`src/rtl/i2c_target_str_rd.sv`:
```
// i2c_target_str_rd
//   I2C target that serves a 16-byte read-only ID string to an external initiator.
//   A write transaction sets the byte pointer ([addr+W][ptr]); a read transaction
//   returns string bytes from the pointer onwards with auto-increment (wraps 15 -> 0).
//
//   Optional feature (compile-time macro I2C_STR_SNAPSHOT_EN):
//     defined   - str_i is captured into a snapshot register at the address ACK of every
//                 read, and all bytes of that read come from the snapshot.
//     undefined - each byte is taken live from str_i when it is loaded.
//
// Ports
//   clk       system clock (>= 20x SCL rate)
//   rst_n     asynchronous active-low reset
//   i2c_addr  7-bit target address, compared at each address byte
//   str_i     string, byte k = str_i[k*8 +: 8], byte 0 sent first
//   scl_i     SCL pin level (asynchronous)
//   sda_i     SDA pin level (asynchronous)
//   sda_oe    1 = pull SDA low, 0 = release
//   busy      1 while addressed (address ACK until STOP/START)
//   ptr       current byte pointer
module i2c_target_str_rd #(
    parameter int FILT_LEN = 3,
    parameter int SDA_HOLD = 4
) (
    input  logic         clk,
    input  logic         rst_n,
    input  logic [7:1]   i2c_addr,
    input  logic [0:127] str_i,
    input  logic         scl_i,
    input  logic         sda_i,
    output logic         sda_oe,
    output logic         busy,
    output logic [3:0]   ptr
);

    typedef enum logic [3:0] {
        ST_IDLE,
        ST_ADDR,
        ST_ADDR_ACK,
        ST_PTR,
        ST_PTR_ACK,
        ST_WR_DISC,
        ST_RD_DATA,
        ST_RD_ACK,
        ST_IGNORE
    } state_t;

    localparam int            FW        = (FILT_LEN > 1) ? $clog2(FILT_LEN) : 1;
    localparam logic [FW-1:0] FILT_MAX  = FW'(FILT_LEN - 1);
    localparam int            HW        = $clog2(SDA_HOLD + 1);
    localparam logic [HW-1:0] HOLD_INIT = HW'(SDA_HOLD);

    function automatic logic [7:0] str_byte(input logic [0:127] s, input logic [3:0] k);
        return s[{k, 3'b000} +: 8];
    endfunction

    // Synchronizer, glitch filter and edge history
    logic [1:0]    scl_s_q, sda_s_q;
    logic          scl_f_q, sda_f_q;
    logic          scl_p_q, sda_p_q;
    logic [FW-1:0] scl_cnt_q, sda_cnt_q;

    always_ff @(posedge clk or negedge rst_n) begin
        if (!rst_n) begin
            scl_s_q   <= '0;
            sda_s_q   <= '0;
            scl_f_q   <= 1'b0;
            sda_f_q   <= 1'b0;
            scl_p_q   <= 1'b0;
            sda_p_q   <= 1'b0;
            scl_cnt_q <= '0;
            sda_cnt_q <= '0;
        end else begin
            scl_s_q <= {scl_s_q[0], scl_i};
            sda_s_q <= {sda_s_q[0], sda_i};
            scl_p_q <= scl_f_q;
            sda_p_q <= sda_f_q;
            // A filtered level only follows the synchronized one after FILT_LEN
            // consecutive differing samples; any agreeing sample restarts the count.
            if (scl_s_q[1] == scl_f_q) begin
                scl_cnt_q <= '0;
            end else if (scl_cnt_q == FILT_MAX) begin
                scl_f_q   <= scl_s_q[1];
                scl_cnt_q <= '0;
            end else begin
                scl_cnt_q <= scl_cnt_q + 1'b1;
            end
            if (sda_s_q[1] == sda_f_q) begin
                sda_cnt_q <= '0;
            end else if (sda_cnt_q == FILT_MAX) begin
                sda_f_q   <= sda_s_q[1];
                sda_cnt_q <= '0;
            end else begin
                sda_cnt_q <= sda_cnt_q + 1'b1;
            end
        end
    end

    logic scl_rise, scl_fall, start_det, stop_det;
    assign scl_rise  = scl_f_q & ~scl_p_q;
    assign scl_fall  = ~scl_f_q & scl_p_q;
    assign start_det = scl_f_q & scl_p_q & sda_p_q & ~sda_f_q;
    assign stop_det  = scl_f_q & scl_p_q & ~sda_p_q & sda_f_q;

    // Protocol FSM
    state_t     state_q;
    logic [3:0] bitcnt_q;
    logic [7:0] sh_q;
    logic [7:0] tx_q;
    logic       rw_q;
    logic       ack_q;
    logic       drv_q;
    logic [HW-1:0] hold_q;
    logic       sda_oe_q;
    logic       busy_q;
    logic [3:0] ptr_q;

    logic         addr_match;
    logic [0:127] src_str;
    logic [3:0]   ptr_inc_d;
    logic [7:0]   byte_first_d;
    logic [7:0]   byte_next_d;

    // General call (0x00) is never acknowledged, even if i2c_addr is 0.
    assign addr_match   = (sh_q[7:1] == i2c_addr) && (sh_q[7:1] != 7'd0);
    assign ptr_inc_d    = ptr_q + 4'd1;
    assign byte_first_d = str_byte(src_str, ptr_q);
    assign byte_next_d  = str_byte(src_str, ptr_inc_d);

`ifdef I2C_STR_SNAPSHOT_EN
    logic [0:127] snap_q;
    logic         snap_cap;

    // Capture at the fall that enters the address ACK of a read, i.e. before the
    // first data byte is loaded at the end of that ACK.
    assign snap_cap = scl_fall && !start_det && !stop_det && (state_q == ST_ADDR) &&
                      (bitcnt_q == 4'd8) && addr_match && sh_q[0];

    always_ff @(posedge clk or negedge rst_n) begin
        if (!rst_n) begin
            snap_q <= '0;
        end else if (snap_cap) begin
            snap_q <= str_i;
        end
    end

    assign src_str = snap_q;
`else
    assign src_str = str_i;
`endif

    always_ff @(posedge clk or negedge rst_n) begin
        if (!rst_n) begin
            state_q  <= ST_IDLE;
            bitcnt_q <= '0;
            sh_q     <= '0;
            tx_q     <= '0;
            rw_q     <= 1'b0;
            ack_q    <= 1'b0;
            drv_q    <= 1'b0;
            hold_q   <= '0;
            sda_oe_q <= 1'b0;
            busy_q   <= 1'b0;
            ptr_q    <= '0;
        end else if (start_det || stop_det) begin
            // Any START/STOP aborts the current byte and releases SDA at once.
            state_q  <= start_det ? ST_ADDR : ST_IDLE;
            bitcnt_q <= '0;
            sh_q     <= '0;
            drv_q    <= 1'b0;
            hold_q   <= '0;
            sda_oe_q <= 1'b0;
            busy_q   <= 1'b0;
        end else begin
            // drv_q is decided on the SCL fall but only reaches the pin after the hold time.
            if (hold_q != '0) begin
                hold_q <= hold_q - 1'b1;
                if (hold_q == HW'(1)) begin
                    sda_oe_q <= drv_q;
                end
            end

            if (scl_rise) begin
                case (state_q)
                    ST_ADDR, ST_PTR, ST_WR_DISC: begin
                        sh_q     <= {sh_q[6:0], sda_f_q};
                        bitcnt_q <= bitcnt_q + 4'd1;
                    end
                    ST_RD_DATA: bitcnt_q <= bitcnt_q + 4'd1;
                    ST_RD_ACK:  ack_q    <= sda_f_q;
                    default: ;
                endcase
            end

            if (scl_fall) begin
                hold_q <= HOLD_INIT;
                case (state_q)
                    ST_ADDR: begin
                        if (bitcnt_q == 4'd8) begin
                            bitcnt_q <= '0;
                            if (addr_match) begin
                                state_q <= ST_ADDR_ACK;
                                drv_q   <= 1'b1;
                                busy_q  <= 1'b1;
                                rw_q    <= sh_q[0];
                            end else begin
                                state_q <= ST_IGNORE;
                                drv_q   <= 1'b0;
                            end
                        end
                    end
                    ST_ADDR_ACK: begin
                        bitcnt_q <= '0;
                        if (rw_q) begin
                            state_q <= ST_RD_DATA;
                            drv_q   <= ~byte_first_d[7];
                            tx_q    <= {byte_first_d[6:0], 1'b0};
                        end else begin
                            state_q <= ST_PTR;
                            drv_q   <= 1'b0;
                        end
                    end
                    ST_PTR, ST_WR_DISC: begin
                        if (bitcnt_q == 4'd8) begin
                            bitcnt_q <= '0;
                            state_q  <= ST_PTR_ACK;
                            drv_q    <= 1'b1;
                            if (state_q == ST_PTR) begin
                                ptr_q <= sh_q[3:0];
                            end
                        end
                    end
                    ST_PTR_ACK: begin
                        state_q <= ST_WR_DISC;
                        drv_q   <= 1'b0;
                    end
                    ST_RD_DATA: begin
                        if (bitcnt_q == 4'd8) begin
                            bitcnt_q <= '0;
                            state_q  <= ST_RD_ACK;
                            drv_q    <= 1'b0;
                        end else begin
                            drv_q <= ~tx_q[7];
                            tx_q  <= {tx_q[6:0], 1'b0};
                        end
                    end
                    ST_RD_ACK: begin
                        // The byte just sent counts as consumed whether ACKed or not,
                        // so ptr always names the next unread byte.
                        ptr_q    <= ptr_inc_d;
                        bitcnt_q <= '0;
                        if (!ack_q) begin
                            state_q <= ST_RD_DATA;
                            drv_q   <= ~byte_next_d[7];
                            tx_q    <= {byte_next_d[6:0], 1'b0};
                        end else begin
                            state_q <= ST_IGNORE;
                            drv_q   <= 1'b0;
                        end
                    end
                    default: drv_q <= 1'b0;
                endcase
            end
        end
    end

    assign sda_oe = sda_oe_q;
    assign busy   = busy_q;
    assign ptr    = ptr_q;

endmodule

```
`config.mk`:
```
export PLATFORM = sky130hd
export DESIGN_NAME = i2c_target_str_rd
export DESIGN_NICKNAME = d
export VERILOG_FILES = /design/src/rtl/i2c_target_str_rd.sv
export SDC_FILE = /design/constraint.sdc
export NUM_CORES = 1
export LEC_CHECK = 0
export CAP_MARGIN = 20
export CORE_UTILIZATION = 43
export CTS_CLUSTER_DIAMETER = 40
export DETAILED_ROUTE_END_ITERATION = 10
export DONT_BUFFER_PORTS = 1
export REMOVE_ABC_BUFFERS = 1
export SYNTH_ARGS = -nofsm -noshare
export SYNTH_HDL_FRONTEND = slang
export SYNTH_SLANG_ARGS = --single-unit
```
`constraint.sdc`:
```
create_clock -name clk -period 2.5 [get_ports clk]
set_input_delay 0.25 -clock clk [delete_from_list [all_inputs] [get_ports clk]]
set_output_delay 0.25 -clock clk [all_outputs]
set_load 0.03 [all_outputs]
```
==> impl_metrics.tcl, run 1 <==
set metrics [dict create \
    status "finished, final reports clean" \
    endpoint_kind "register" \
    critical_path.max_fanout 12 \
    netlist_instances 401 \
    boundaryPins 145 \
    rsz0062_at_grt "false" \
    die_y_um 105.7 \
    insertion_delay_ns 0.31 \
    drc_errors 0 \
    clk_pin_slew_ns 0.10 \
    drive_gt1_share_pct 23.69 \
    grt_max_degree 68 \
    switchingPower_mw 1.749 \
    wl_per_cell_um 22.23 \
    path_class "register to register" \
    wl_um 11940 \
    synth_top_area_share_pct 25.45 \
    design.core.area_um2 10370 \
    setup_viol 0 \
    maxCapViolCount 0 \
    ys_ff_latch 47 \
    nets 545 \
    p_sw_share_pct 38.89 \
    pwr-share-clk_pct 15.2 \
    first_pass_iters 5 \
    combPwrFrac_pct 54.3 \
    grt_pass1_vias 3646 \
    startpoint_type "register" \
    yosys.cell_types.count 58 \
    clock-root-buffer "clkbuf_8" \
    setup_slack_ns 0.1732 \
    fmax_mhz 429.8 \
    crit_arrival_ns 2.53 \
    cts.sinks 47 \
    drtAntennaViolNets 0 \
    ir_drop_uv 385.9 \
    drt_iter0_drc 194 \
    fin_crit_ns 2.327 \
    synth_area_leaders "dfrtp_1 (25%), mux4_2 (22%), mux4_1 (10%)" \
    synth_warnings 0 \
    area_growth_pct 8.286 \
    io_buffers 0 \
    routabilityCongestion 0.8896 \
    synth.cells.most_frequent "dfrtp_1 (47), mux4_2 (46), nor2_1 (28)" \
    antenna_found_initial 1 \
    die_area_um2 11160 \
    avgSynthCellArea_um2 11.52 \
    die_w_um 105.7 \
    synth_area_um2 4621 \
    fin_setup_tns_ns 0 \
    vias 3591 \
    p_leak_nw 1.831 \
    seq_power_share_pct 30.5 \
    cts_setup_buffers 0 \
    final_max_slew_viol_count 0 \
    synth_edf_count 0 \
    fill_cells 963 \
    num_rows 37 \
    skew_ns 0.007309 \
    dp_hpwl_um 9012 \
    fin_crit_sh_pct 93.07 \
    grt.total_usage_pct 21.99 \
    p_int_mw 2.747 \
    clockBufferDepth 2 \
    max_slew.worst_pin.slew_ns 1.085 \
    dpl_worst_slack_ns 0.05073 \
    yosysTopAreaCell "dfrtp_1" \
    hold_violations 0 \
    grt_pass1_wl_um 19090 \
    cellPowerDensity_nw_per_um2 898.6 \
    antenna_cells 0 \
    synth_most_common_cell "dfrtp_1" \
    grt_overflow_total 0 \
    start_util_pct 44.56 \
    async_reset_ff_share_pct 100.0 \
    slew_headroom_pct 26.68 \
    ys.flop_type "dfrtp_1" \
    cp.required_ns 2.70 \
    numCtsBuffers 5 \
    final_util_pct 48.25 \
    cts_max_level 2 \
    hp-class "register to register" \
    synth-seq-area-share_pct 25.45 \
    viasPerCell 6.687 \
    cts_tree "built" \
]
## flip-flops by register name, summed over array words and instances (netlist names), 2 cells and up
register	flops
bitcnt_q	4
hold_q	3
ptr	4
scl_cnt_q	2
scl_s_q	2
sda_cnt_q	2
sda_s_q	2
sh_q	8
state_q	4
tx_q	7
## final timing paths
check | start | end | slack (ns) | depth (start not counted)
worst max-delay path | ptr[0] | tx_q[7] | 0.17 | 6
worst min-delay path | sda_s_q[0] | sda_s_q[1] | 0.36 | 0
worst max register to register | ptr[0] | tx_q[7] | 0.17 | 6
worst min register to register | sda_s_q[0] | sda_s_q[1] | 0.36 | 0
max in group asynchronous | rst_n | ptr[0] | 1.80 | 2
min in group asynchronous | rst_n | rw_q | 0.47 | 2
## kinds of logic after synthesis
group / count (synthesis) / share of synthesized area, %
XOR/XNOR: 18 / 3.575
multiplexers: 99 / 40.51
buffers and inverters: 40 / 4.766
AND/OR/NAND/NOR: 118 / 13.46
flip-flops: 47 / 25.45
adder cells (fa/ha/maj): 6 / 1.625
AO/OA/AOI/OAI: 73 / 10.61
## per-layer routing
metal / vias up / part of all wire (%) / global-route usage, % / wire length [um]
met1: 1777 / 40 / 28.69 / 4833
met4: 2 / 2.4 / 6.448 / 289
met3: 27 / 6.8 / 4.329 / 816
met5: - / 0.11 / 0 / 13
met2: 167 / 50 / 37.07 / 5984
li1: 1618 / - / - / -
## critical path: stages (launching register included)
cell and delay, ns:
dfrtp_4 0.52, ha_4 0.36, buf_12 0.17, mux4_1 0.55
mux2_2 0.27, a211oi_1 0.26, o21ai_1 0.09
## power by group through the flow
stage          clock (mW)  sequential, mW  combinational [mW]
3_3_place_gp            0            1.37                2.38
4_1_cts             0.683            1.37                2.45
2_1_floorplan           0            1.43                1.76
5_1_grt             0.716            1.41                2.68
6_report            0.682            1.37                2.44
3_5_place_dp            0            1.38                2.42
## area by class of cell
class,count,area (um2),share of cell area [%]
multi-input combinational,314,3237,64.69
sequential,47,1181,23.61
timing repair buffer,26,260.3,5.201
tap,136,170.2,3.401
clock buffer,6,72.57,1.450
clock inverter,2,60.06,1.200
inverter,6,22.52,0.4501
## cell usage in the layout (no fill, tap or decap), types with 4 or more instances in the layout
cell      instances
o21ai_0          13
a21oi_1          11
nor2b_1           4
nand3b_1          4
clkbuf_8          5
nand4_1           4
buf_4            19
inv_1             6
xnor2_1          14
a211oi_1          9
a32oi_1           6
nand2b_1          7
nor3_1            9
nand2_1          24
mux4_2           46
mux4_1           18
dfrtp_1          45
nand3_1          15
nor2_1           28
o32ai_1           5
mux2_2           10
o21ai_1           6
ha_1              5
a31oi_1           4
mux2i_1          25
nor4_1            4
## timing repair
| item | 4_1_cts | 5_1_grt |
|---|---|---|
| setup endpoints to repair | 0 | 7 |
| gates resized for setup | 0 | 1 |
| endpoints found under the hold margin | 49 | 0 |
| hold buffers | 4 | 0 |
## per-stage QoR
| stage | hold slack [ns] | cell area [um2] | power, mW | instances |
|---|---|---|---|---|
| 3_3_place_gp | -0.04378 | 4803 | 3.743 | 525 |
| 4_1_cts | 0.3565 | 4994 | 4.497 | 537 |
| 5_1_grt | 0.3624 | 5004 | 4.813 | 537 |
| 6_report | 0.3568 | 5004 | 4.496 | 537 |
| 2_1_floorplan | -0.04559 | 4423 | 3.185 | 367 |
| 3_5_place_dp | -0.04334 | 4803 | 3.794 | 525 |
No activity file was read; power rests on OpenSTA's default activity.
==> run 2, diff against run 1 <==
Settings changed: CTS_CLUSTER_DIAMETER 40 to 150.
==> results of run 2 <==
Final layout, timing and power as in run 1 (identical DEF).
